File: src/rtl/pkt_fifo_reader_pkg.sv
// Shared definitions for the packet FIFO reader: header layout and FSM states.
package pkt_fifo_reader_pkg;

  // Header byte layout: [7:6] destination port, [5:0] payload length.
  localparam int unsigned HDR_PORT_MSB = 7;
  localparam int unsigned HDR_PORT_LSB = 6;
  localparam int unsigned HDR_LEN_MSB  = 5;

  typedef struct packed {
    logic [HDR_PORT_MSB-HDR_PORT_LSB:0] port;
    logic [HDR_LEN_MSB:0]               len;
  } hdr_t;

  typedef enum logic {
    HDR     = 1'b0,
    PAYLOAD = 1'b1
  } rd_state_t;

endpackage

File: src/rtl/pkt_fifo_reader_if.sv
// Framed payload stream from the FIFO reader towards the crossbar.
interface pkt_fifo_reader_if #(
  parameter int unsigned DATA   = 8,
  parameter int unsigned PORT_W = 2
);
  logic [DATA-1:0]   out_data;
  logic              out_valid;
  logic              out_sop;
  logic              out_eop;
  logic [PORT_W-1:0] out_port;
  logic              out_ready;

  modport master (
    output out_data, out_valid, out_sop, out_eop, out_port,
    input  out_ready
  );

  modport slave (
    input  out_data, out_valid, out_sop, out_eop, out_port,
    output out_ready
  );
endinterface

File: src/rtl/pkt_fifo_reader_skid.sv
// Two-entry register buffer between the FIFO read port and the packet FSM.
// head is entry 0; cnt is the number of valid entries (0..2).
module skid_buf2 #(
  parameter int unsigned W = 8
) (
  input  logic         clk,
  input  logic         rst,
  input  logic         push,
  input  logic [W-1:0] push_data,
  input  logic         pop,
  output logic [W-1:0] head,
  output logic [1:0]   cnt
);
  logic [W-1:0] e0;
  logic [W-1:0] e1;
  logic         do_pop;
  logic         do_push;

  // Ignore pops of an empty buffer and pushes into a full one that is not draining.
  always_comb begin
    do_pop  = pop && (cnt != 2'd0);
    do_push = push && ((cnt != 2'd2) || do_pop);
    head    = e0;
  end

  // Storage and occupancy; a simultaneous push/pop keeps the count.
  always_ff @(posedge clk or posedge rst) begin
    if (rst) begin
      e0  <= '0;
      e1  <= '0;
      cnt <= '0;
    end else begin
      unique case ({do_push, do_pop})
        2'b10: begin
          if (cnt == 2'd0) e0 <= push_data;
          else             e1 <= push_data;
          cnt <= cnt + 2'd1;
        end
        2'b01: begin
          e0  <= e1;
          cnt <= cnt - 2'd1;
        end
        2'b11: begin
          if (cnt == 2'd1) begin
            e0 <= push_data;
          end else begin
            e0 <= e1;
            e1 <= push_data;
          end
        end
        default: ;
      endcase
    end
  end
endmodule

File: src/rtl/pkt_fifo_reader.sv
// Pops header+payload packets from the input byte FIFO and forwards the
// payload as framed beats (sop/eop/port) with valid/ready backpressure.
module pkt_fifo_reader
  import pkt_fifo_reader_pkg::*;
#(
  parameter int unsigned DATA   = 8,
  parameter int unsigned LEN_W  = 6,
  parameter int unsigned PORT_W = 2,
  parameter int unsigned CNT_W  = 16
) (
  input  logic              clk,
  input  logic              rst,
  input  logic [DATA-1:0]   fifo_read_data,
  input  logic              fifo_read_data_valid,
  input  logic              fifo_empty,
  output logic              fifo_read_req,
  pkt_fifo_reader_if.master out_if,
  output logic [CNT_W-1:0]  pkt_cnt,
  output logic [CNT_W-1:0]  drop_cnt
);
  rd_state_t         state;
  logic              first;
  logic [LEN_W-1:0]  remaining;
  logic [PORT_W-1:0] port_q;
  logic              inflight;

  logic [1:0]        buf_cnt;
  logic [DATA-1:0]   buf_head;
  logic              buf_has;
  logic              buf_pop;
  logic              hdr_pop;
  logic              xfer;
  logic              valid_c;
  logic [2:0]        level;
  hdr_t              hdr;

  skid_buf2 #(.W(DATA)) u_skid (
    .clk       (clk),
    .rst       (rst),
    .push      (fifo_read_data_valid),
    .push_data (fifo_read_data),
    .pop       (buf_pop),
    .head      (buf_head),
    .cnt       (buf_cnt)
  );

  // Pop decisions and read credit. The byte leaving the buffer this cycle
  // frees its slot for the byte requested now, which sustains one byte per cycle.
  always_comb begin
    hdr           = hdr_t'(buf_head);
    buf_has       = (buf_cnt != 2'd0);
    valid_c       = (state == PAYLOAD) && buf_has;
    hdr_pop       = (state == HDR) && buf_has;
    xfer          = valid_c && out_if.out_ready;
    buf_pop       = hdr_pop || xfer;
    level         = {1'b0, buf_cnt} + {2'b00, inflight} - {2'b00, buf_pop};
    fifo_read_req = !fifo_empty && (level < 3'd2);
  end

  // Output beat is the buffer head, framed by the packet state.
  always_comb begin
    out_if.out_valid = valid_c;
    out_if.out_data  = buf_head;
    out_if.out_sop   = valid_c && first;
    out_if.out_eop   = valid_c && (remaining == LEN_W'(1));
    out_if.out_port  = port_q;
  end

  // A request accepted now returns its byte in the next cycle.
  always_ff @(posedge clk or posedge rst) begin
    if (rst) inflight <= 1'b0;
    else     inflight <= fifo_read_req;
  end

  // Packet FSM: consume the header, then count payload transfers down to eop.
  always_ff @(posedge clk or posedge rst) begin
    if (rst) begin
      state     <= HDR;
      first     <= 1'b0;
      remaining <= '0;
      port_q    <= '0;
      pkt_cnt   <= '0;
      drop_cnt  <= '0;
    end else begin
      unique case (state)
        HDR: begin
          if (buf_has) begin
            port_q    <= hdr.port;
            remaining <= hdr.len;
            if (hdr.len == '0) begin
              drop_cnt <= drop_cnt + CNT_W'(1);
            end else begin
              state <= PAYLOAD;
              first <= 1'b1;
            end
          end
        end
        PAYLOAD: begin
          if (xfer) begin
            remaining <= remaining - LEN_W'(1);
            first     <= 1'b0;
            if (remaining == LEN_W'(1)) begin
              pkt_cnt <= pkt_cnt + CNT_W'(1);
              state   <= HDR;
            end
          end
        end
        default: state <= HDR;
      endcase
    end
  end
endmodule
File: src/flat_wrapper.sv
// flat-port wrapper written by rule: the top's interface ports become plain ports
module pkt_fifo_reader_flat import pkt_fifo_reader_pkg::*;
#(
  parameter int unsigned DATA   = 8,
  parameter int unsigned LEN_W  = 6,
  parameter int unsigned PORT_W = 2,
  parameter int unsigned CNT_W  = 16
)
  (clk, rst, fifo_read_data, fifo_read_data_valid, fifo_empty, fifo_read_req, pkt_cnt, drop_cnt, out_if_out_data, out_if_out_valid, out_if_out_sop, out_if_out_eop, out_if_out_port, out_if_out_ready);
  pkt_fifo_reader_if #(.DATA(DATA), .PORT_W(PORT_W)) out_if_i ();
  input  logic clk;
  input  logic rst;
  input  logic [DATA-1:0] fifo_read_data;
  input  logic fifo_read_data_valid;
  input  logic fifo_empty;
  output logic fifo_read_req;
  output logic [CNT_W-1:0] pkt_cnt;
  output logic [CNT_W-1:0] drop_cnt;
  output wire logic [$bits(out_if_i.out_data)-1:0] out_if_out_data;
  output wire logic [$bits(out_if_i.out_valid)-1:0] out_if_out_valid;
  output wire logic [$bits(out_if_i.out_sop)-1:0] out_if_out_sop;
  output wire logic [$bits(out_if_i.out_eop)-1:0] out_if_out_eop;
  output wire logic [$bits(out_if_i.out_port)-1:0] out_if_out_port;
  input wire logic [$bits(out_if_i.out_ready)-1:0] out_if_out_ready;
  assign out_if_out_data = out_if_i.out_data;
  assign out_if_out_valid = out_if_i.out_valid;
  assign out_if_out_sop = out_if_i.out_sop;
  assign out_if_out_eop = out_if_i.out_eop;
  assign out_if_out_port = out_if_i.out_port;
  assign out_if_i.out_ready = out_if_out_ready;
  pkt_fifo_reader #(.DATA(DATA), .LEN_W(LEN_W), .PORT_W(PORT_W), .CNT_W(CNT_W)) u_core (.clk(clk), .rst(rst), .fifo_read_data(fifo_read_data), .fifo_read_data_valid(fifo_read_data_valid), .fifo_empty(fifo_empty), .fifo_read_req(fifo_read_req), .out_if(out_if_i), .pkt_cnt(pkt_cnt), .drop_cnt(drop_cnt));
endmodule
File: config.mk
export PLATFORM = sky130hd
export DESIGN_NAME = pkt_fifo_reader_flat
export DESIGN_NICKNAME = d
export VERILOG_FILES = /design/src/rtl/pkt_fifo_reader_pkg.sv /design/src/rtl/pkt_fifo_reader_if.sv /design/src/rtl/pkt_fifo_reader_skid.sv /design/src/rtl/pkt_fifo_reader.sv /design/src/flat_wrapper.sv
export SDC_FILE = /design/constraint.sdc
export NUM_CORES = 1
export LEC_CHECK = 0
export ABC_CLOCK_PERIOD_IN_PS = 6600
export CAP_MARGIN = 10
export CORE_UTILIZATION = 40
export CTS_CLUSTER_DIAMETER = 30
export CTS_CLUSTER_SIZE = 24
export DETAILED_ROUTE_END_ITERATION = 8
export DONT_BUFFER_PORTS = 1
export GPL_TIMING_DRIVEN = 0
export PLACE_DENSITY_LB_ADDON = 0.12
export SLEW_MARGIN = 30
export SYNTH_ARGS = -nofsm -noshare
export SYNTH_HDL_FRONTEND = slang
export SYNTH_SLANG_ARGS = --single-unit
File: constraint.sdc
create_clock -name clk -period 6.6 [get_ports clk]
set_input_delay 1.32 -clock clk [delete_from_list [all_inputs] [get_ports clk]]
set_output_delay 1.32 -clock clk [all_outputs]
set_load 0.05 [all_outputs]
==> results of run 1 <==
-- layer usage --
| metal | routed length [microns] | part of all wire, % | vias to the layer above |
|---|---|---|---|
| met1 | 2960 | 47 | 1050 |
| li1 | - | - | 1029 |
| met4 | 63 | 0.99 | 0 |
| met3 | 317 | 5.0 | 7 |
| met5 | 0 | 0 | - |
| met2 | 3000 | 47 | 47 |
-- cell type report --
class	count	area (sq um)	area share (%)
Sequential cell	61	1530	45.5
Multi-Input combinational cell	201	1400	41.5
Clock buffer	12	145	4.32
Tap cell	99	124	3.69
Inverter	13	51.3	1.53
Clock inverter	4	47.5	1.42
Timing Repair Buffer	4	46.3	1.38
Buffer	6	22.5	0.671
-- path summary, 6_finish.rpt --
| path | to | slack, ns | depth (start not counted) |
|---|---|---|---|
| setup / recovery | fifo_read_req | 2.00 | 12 |
| hold reg to reg | u_core.u_skid.head[1] | 0.51 | 1 |
| setup reg to reg | u_core.inflight | 3.48 | 13 |
| hold / removal | u_core.u_skid.head[1] | 0.51 | 1 |
| min in group asynchronous | u_core.drop_cnt[10] | 0.79 | 1 |
| max in group asynchronous | u_core.u_skid.cnt[0] | 5.30 | 2 |
-- worst max-delay path: cells and delay by family (launching register included) --
kind,cells,cell delay (ns)
xor+xnor,1,0.16
fa+ha+maj,3,0.79
buf+inv,5,1.01
flops,1,0.47
simple gates,3,0.52
-- synth_stat cells (all sizes together), types with 2 or more instances --
cell type / count / area (sq um)
a21oi: 17 / 85.1
a2bb2oi: 7 / 61.3
a31oi: 2 / 12.5
and3: 6 / 37.5
and4: 2 / 17.5
clkbuf: 6 / 22.5
dfrtp: 61 / 1530
ha: 8 / 100
inv: 13 / 48.8
mux2: 12 / 135
nand2: 32 / 120
nand2b: 3 / 18.8
nand3: 11 / 55.1
nand4: 9 / 56.3
nor2: 17 / 66.3
nor2b: 2 / 12.5
nor3: 12 / 70.1
nor3b: 2 / 15.0
nor4: 5 / 43.8
o211ai: 2 / 15.0
o21ai: 5 / 25.0
o22a: 2 / 17.5
xnor2: 15 / 131
xor2: 17 / 149
-- power by group --
part           internal (W)  switching, W  leakage (nW)
Clock              0.000184      0.000144        0.0964
Combinational      0.000166      0.000230         0.617
Sequential         0.000458      0.000209         0.776
-- layout by cell type, fill, tap and decap left out, types with 2 or more instances in the layout --
cell type	count
mux2_2	12
nand2b_1	3
nor2b_1	2
inv_1	12
nand3_1	11
and3_1	6
nand4_1	9
xnor2_1	15
nor3_2	3
nor4_2	3
a2bb2oi_1	7
ha_1	8
nor4_1	2
clkinv_2	2
o211ai_1	2
nor2_1	16
clkbuf_1	8
dfrtp_1	61
xor2_1	17
nor3_1	9
a31oi_1	2
a21oi_1	17
o22a_1	2
clkbuf_8	10
o21ai_0	5
buf_4	2
nand2_1	32
and4_1	2
-- cells by family after synthesis --
| kind of cell | count (synthesis) | synth area share, % |
|---|---|---|
| compound gates | 41 | 9.04 |
| xor+xnor | 32 | 9.42 |
| fa+ha+maj | 9 | 4.04 |
| buf+inv | 19 | 2.40 |
| flops | 61 | 51.3 |
| mux | 13 | 4.88 |
| simple gates | 106 | 19.0 |
-- stage by stage --
| step | worst slack, ns | instance area, sq um |
|---|---|---|
| final | 2.00 | 3360 |
| after floorplan | 1.40 | 2980 |
| after detailed placement | 2.10 | 3170 |
| after global placement | 1.24 | 3100 |
| after global routing | 1.72 | 3360 |
| after CTS | 1.95 | 3360 |
-- sequential cells by signal (all words and copies together) (netlist names) --
signal	cells
u_core.drop_cnt	16
u_core.first	1
u_core.inflight	1
u_core.out_if.out_port	2
u_core.pkt_cnt	16
u_core.remaining	6
u_core.state	1
u_core.u_skid.cnt	2
u_core.u_skid.e1	8
u_core.u_skid.head	8
==> reports/results.ini, run 1 <==
[final_layout]
fillers=700
antenna_cells=0
layout.nets=318
fin_cells=400
drive_gt1_share_pct=13.3
final_core_util_pct=46.5
area_delta_synth_final_pct=12.8

[yosys]
synthFlopType=dfrtp_1
yosysUniqueCellTypes=40
ys_seq_area_share_pct=51.3
syn_area_sq_mm=0.00298
syn_area_per_cell_sq_um=10.6
netlist_instances=281
yosys_register_bits=61
synth_edf_count=0
ys_warn_count=0
postSynth.asyncResetShare_pct=100
syn-num-nets=303

[floorplanning]
initial_utilization_pct=41.3
ioPinCount=59
die_h_microns=88.3
coreArea_sq_mm=0.00721
fp.dieArea_sq_mm=0.00779
rows=31
fp.dieW_microns=88.3

[grt]
grt_max_degree=45
grt_pass1_vias=2195
grt_pass1_wl_microns=10700
grt_use_total_pct=18.2
antenna_found_initial=0
grt_util_met2_pct=28.7
overflow=0
grt.busiest_layer=met2
grtUsageMet3_pct=5.13
grtUsageMet1_pct=23.9

[job]
drv_cap=0

[routing]
finalWirelength_microns=6340
drc=0
wl_per_cell_microns=15.9
drt_iter0_drc=76
antenna_left=0
avgViaCountPerCell=5.33
vias=2133
first_pass_iters=4

[placement]
globalplace.congestion=0.749
dp_hpwl_microns=4450
dp.cells=384
portBuffers=0

[outcome]
status=finished clean

[timing]
fin_worst_skew_ns=0.00871
fin_tns_setup_ns=0
hold_violations=0
rsz0062_at_grt=false
tightest_slew_ns=0.978
period_share_pct=69.7
slew_viol_final=0
max_freq_mhz=217
whs_ns=0.509
setup_viol=0
layout_min_cycle_time_ns=4.60
max_slew_margin_pct=34.6

[clock_tree]
htreeDepth=3
cts_tree=yes
cts_resized=0
clk_pin_slew_ns=0.07
cts_sinks=61
cts_setup_buffers=0
cts_root_buffer=clkbuf_8
insertion_delay_ns=0.33
clk_path_buf_depth=2
hold_buffers=0
cts_buffers=9

[worst_setup_path]
crit_slowest_cell=dfrtp_1
required_ns=5.28
timing.rr.start=u_core.u_skid.cnt[1]
cp_common_cell=inv_1
critPathArrivalTime_ns=3.28
slowest_delay_ns=0.47
cp_cell_sequence=inv_1 > ha_1 > clkbuf_1 > inv_1 > nand2_1 > inv_1 > ha_1 > nand2b_1 > fa_1 > xor2_1 > nor3b_2 > buf_4
crit_type=flip-flop to primary output
critPathCaptureType=primary output
cp-start-kind=flip-flop
timing.critical_path.fanout_max=8
startpoint=u_core.u_skid.cnt[1]

[min_path]
hp-start=u_core.u_skid.e1[1]
min_path_type=flip-flop to flip-flop

[power]
pwr_density_cell_mw_per_mm2=414
ir_worst_vdd_uv=208
power_leakage_nw=1.49
total_power_w=0.00139

Power figures use the tool's default switching activity.
==> inputs of run 2 (changes only) <==
ABC_CLOCK_PERIOD_IN_PS = 4170   (was 6600)
clock period = 4.17 ns   (was 6.6 ns; I/O delays follow)
==> run 2 against run 1 <==
  * Critical path depth fell by 2
  * Final area is 0.30% lower
  * Non-clock buffer count fell by 3
  * Cell count is 0.75% lower
  * Setup slack worse by 1.8 ns
  * Power increased by 59%
  * Register-to-register slack worse by 2.3 ns
  * Sequential power up 59%
  * Die area unchanged
  * Sequential cell count unchanged
  * Critical path type unchanged
  * Largest power group unchanged
==> reports/results.ini, run 2 (synthesis gave the netlist of run 1 again) <==
[outcome]
status=finished clean

[placement]
dp_hpwl_microns=4450  ; about the same
post-place-ws_ns=0.0741  ; -2.03 ns
portBuffers=0  ; unchanged
globalplace.congestion=0.751  ; +0.28%
dp.cells=382  ; -0.52%
post_dp_cell_area_sq_mm=0.00315  ; -0.59%

[worst_setup_path]
timing.critical_path.fanout_max=8  ; unchanged
cp-start-kind=flip-flop
crit_type=flip-flop to primary output
required_ns=3.34  ; -1.94 ns
critPathCaptureType=primary output
critPathArrivalTime_ns=3.11  ; -0.17 ns

[grt]
grt_max_degree=40  ; -11%
overflow=0  ; unchanged
grt_pass1_vias=2095  ; -4.6%
grt.busiest_layer=met2
antenna_found_initial=0  ; unchanged
grtUsageMet3_pct=6.62  ; +1.5 points
grtUsageMet1_pct=23.8  ; -0.16 points
grt_use_total_pct=18.0  ; -0.22 points
grt_util_met2_pct=26.6  ; -2.2 points
grt_pass1_wl_microns=10500  ; -1.8%

[routing]
drc=0  ; unchanged
wl_per_cell_microns=16.0  ; +0.95%
vias=2124  ; -0.42%
avgViaCountPerCell=5.35  ; +0.33%
antenna_left=0  ; unchanged
finalWirelength_microns=6360  ; +0.19%
drt_iter0_drc=67  ; -12%
first_pass_iters=4  ; unchanged

[floorplanning]
fp.dieW_microns=88.3  ; unchanged
die_h_microns=88.3  ; unchanged
initial_utilization_pct=41.3  ; unchanged
ioPinCount=59  ; unchanged
coreArea_sq_mm=0.00721  ; unchanged
fp.dieArea_sq_mm=0.00779  ; unchanged
rows=31  ; unchanged

[power]
pwr_density_cell_mw_per_mm2=661  ; +60%
ir_worst_vdd_uv=301  ; +45%
total_power_w=0.00221  ; +59%
power_leakage_nw=1.48  ; -0.71%

[clock_tree]
cts_buffers=9  ; unchanged
htreeDepth=3  ; unchanged
clk_pin_slew_ns=0.07  ; about the same
cts_sinks=61  ; unchanged
cts_root_buffer=clkbuf_8
hold_buffers=0  ; unchanged
insertion_delay_ns=0.34  ; about the same
cts_tree=yes
clk_path_buf_depth=2  ; unchanged

[timing]
rsz0062_at_grt=false
tightest_slew_ns=0.974  ; -0.00370 ns
max_slew_margin_pct=34.8  ; +0.25 points
setup_slack_ns=0.224  ; -1.77 ns
fin_worst_skew_ns=0.00865  ; -0.0000606 ns
slew_viol_final=0  ; unchanged
fin_tns_setup_ns=0  ; unchanged
setup_viol=0  ; unchanged
layout_min_cycle_time_ns=3.95
period_share_pct=94.6
hold_violations=0  ; unchanged
max_freq_mhz=253

[final_layout]
reg.largest.list=u_core.drop_cnt: 16 flops, u_core.pkt_cnt: 16 flops
drive_gt1_share_pct=14.1  ; +0.80 points
post-route-cell-area_sq_mm=0.00335  ; -0.30%
antenna_cells=0  ; unchanged
area_delta_synth_final_pct=12.5
final_common_cell=dfrtp_1
layout.nets=315  ; -0.94%
fin_cells=397  ; -0.75%
final_cell_mix=60 x dfrtp_1, 31 x nand2_1, 17 x xor2_1, 17 x a21oi_1, 16 x nor2_1

[min_path]
min_path_type=input port to asynchronous set/reset pin

[job]
drv_cap=0  ; unchanged

==> run 2: worst max-delay path: stages (launching register included) <==
cell and delay [ns]:
dfrtp_2 0.46, inv_1 0.10, ha_2 0.27, inv_1 0.18
nand2_2 0.15, inv_1 0.11, ha_1 0.27, nand2b_1 0.15
fa_1 0.38, xor2_1 0.18, nor3b_4 0.53
==> run 2: cell type report <==
type / instances / area (sq um)
plain buffers: 5 / 18.8
clock inverters: 4 / 47.5
well taps: 99 / 124
flip-flops and latches: 61 / 1530
clock buffers: 12 / 145
multi-input cells: 201 / 1410
repair buffers: 2 / 27.5
fillers: 717 / 3870
inverters: 13 / 51.3
==> run 2: through the flow <==
step           util (%)  hold slack, ns
6_report           46.4           0.322
3_3_place_gp       43.0           0.487
4_1_cts            46.4           0.312
3_5_place_dp       43.6           0.495
5_1_grt            46.4           0.324
2_1_floorplan         -           0.476
==> run 2: worst paths after layout <==
check	to	depth (start not counted)	slack [ns]	from
worst max-delay path	fifo_read_req	10	0.22	u_core.u_skid.cnt[1]
worst min-delay path	u_core.drop_cnt[8]	1	0.32	rst
worst max register to register	u_core.inflight	10	1.22	u_core.u_skid.cnt[1]
worst min register to register	u_core.u_skid.e1[6]	1	0.51	u_core.u_skid.e1[6]
max in group asynchronous	u_core.u_skid.cnt[1]	2	3.32	rst
min in group clk	u_core.u_skid.e1[6]	1	0.51	u_core.u_skid.e1[6]
==> run 2: power breakdown <==
group | switching [W] | internal [W] | total, W
Sequential | 0.000332 | 0.000726 | 0.00106
Clock | 0.000234 | 0.000291 | 0.000525
Combinational | 0.000364 | 0.000268 | 0.000632
==> run 2: repair_timing <==
action / in CTS / in global routing
endpoints found under the setup margin: 1 / 1
gates resized for setup: 2 / 2
hold endpoints to repair: 0 / 0
buffers inserted: 0 / 0
pin swaps: 1 / 1
==> run 2: layer usage <==
layer	part of all wire, %	wire length (microns)	up-vias
met5	0	0	-
li1	-	-	1019
met2	46	2920	57
met1	47	2970	1038
met4	1.6	102	0
met3	5.8	366	10
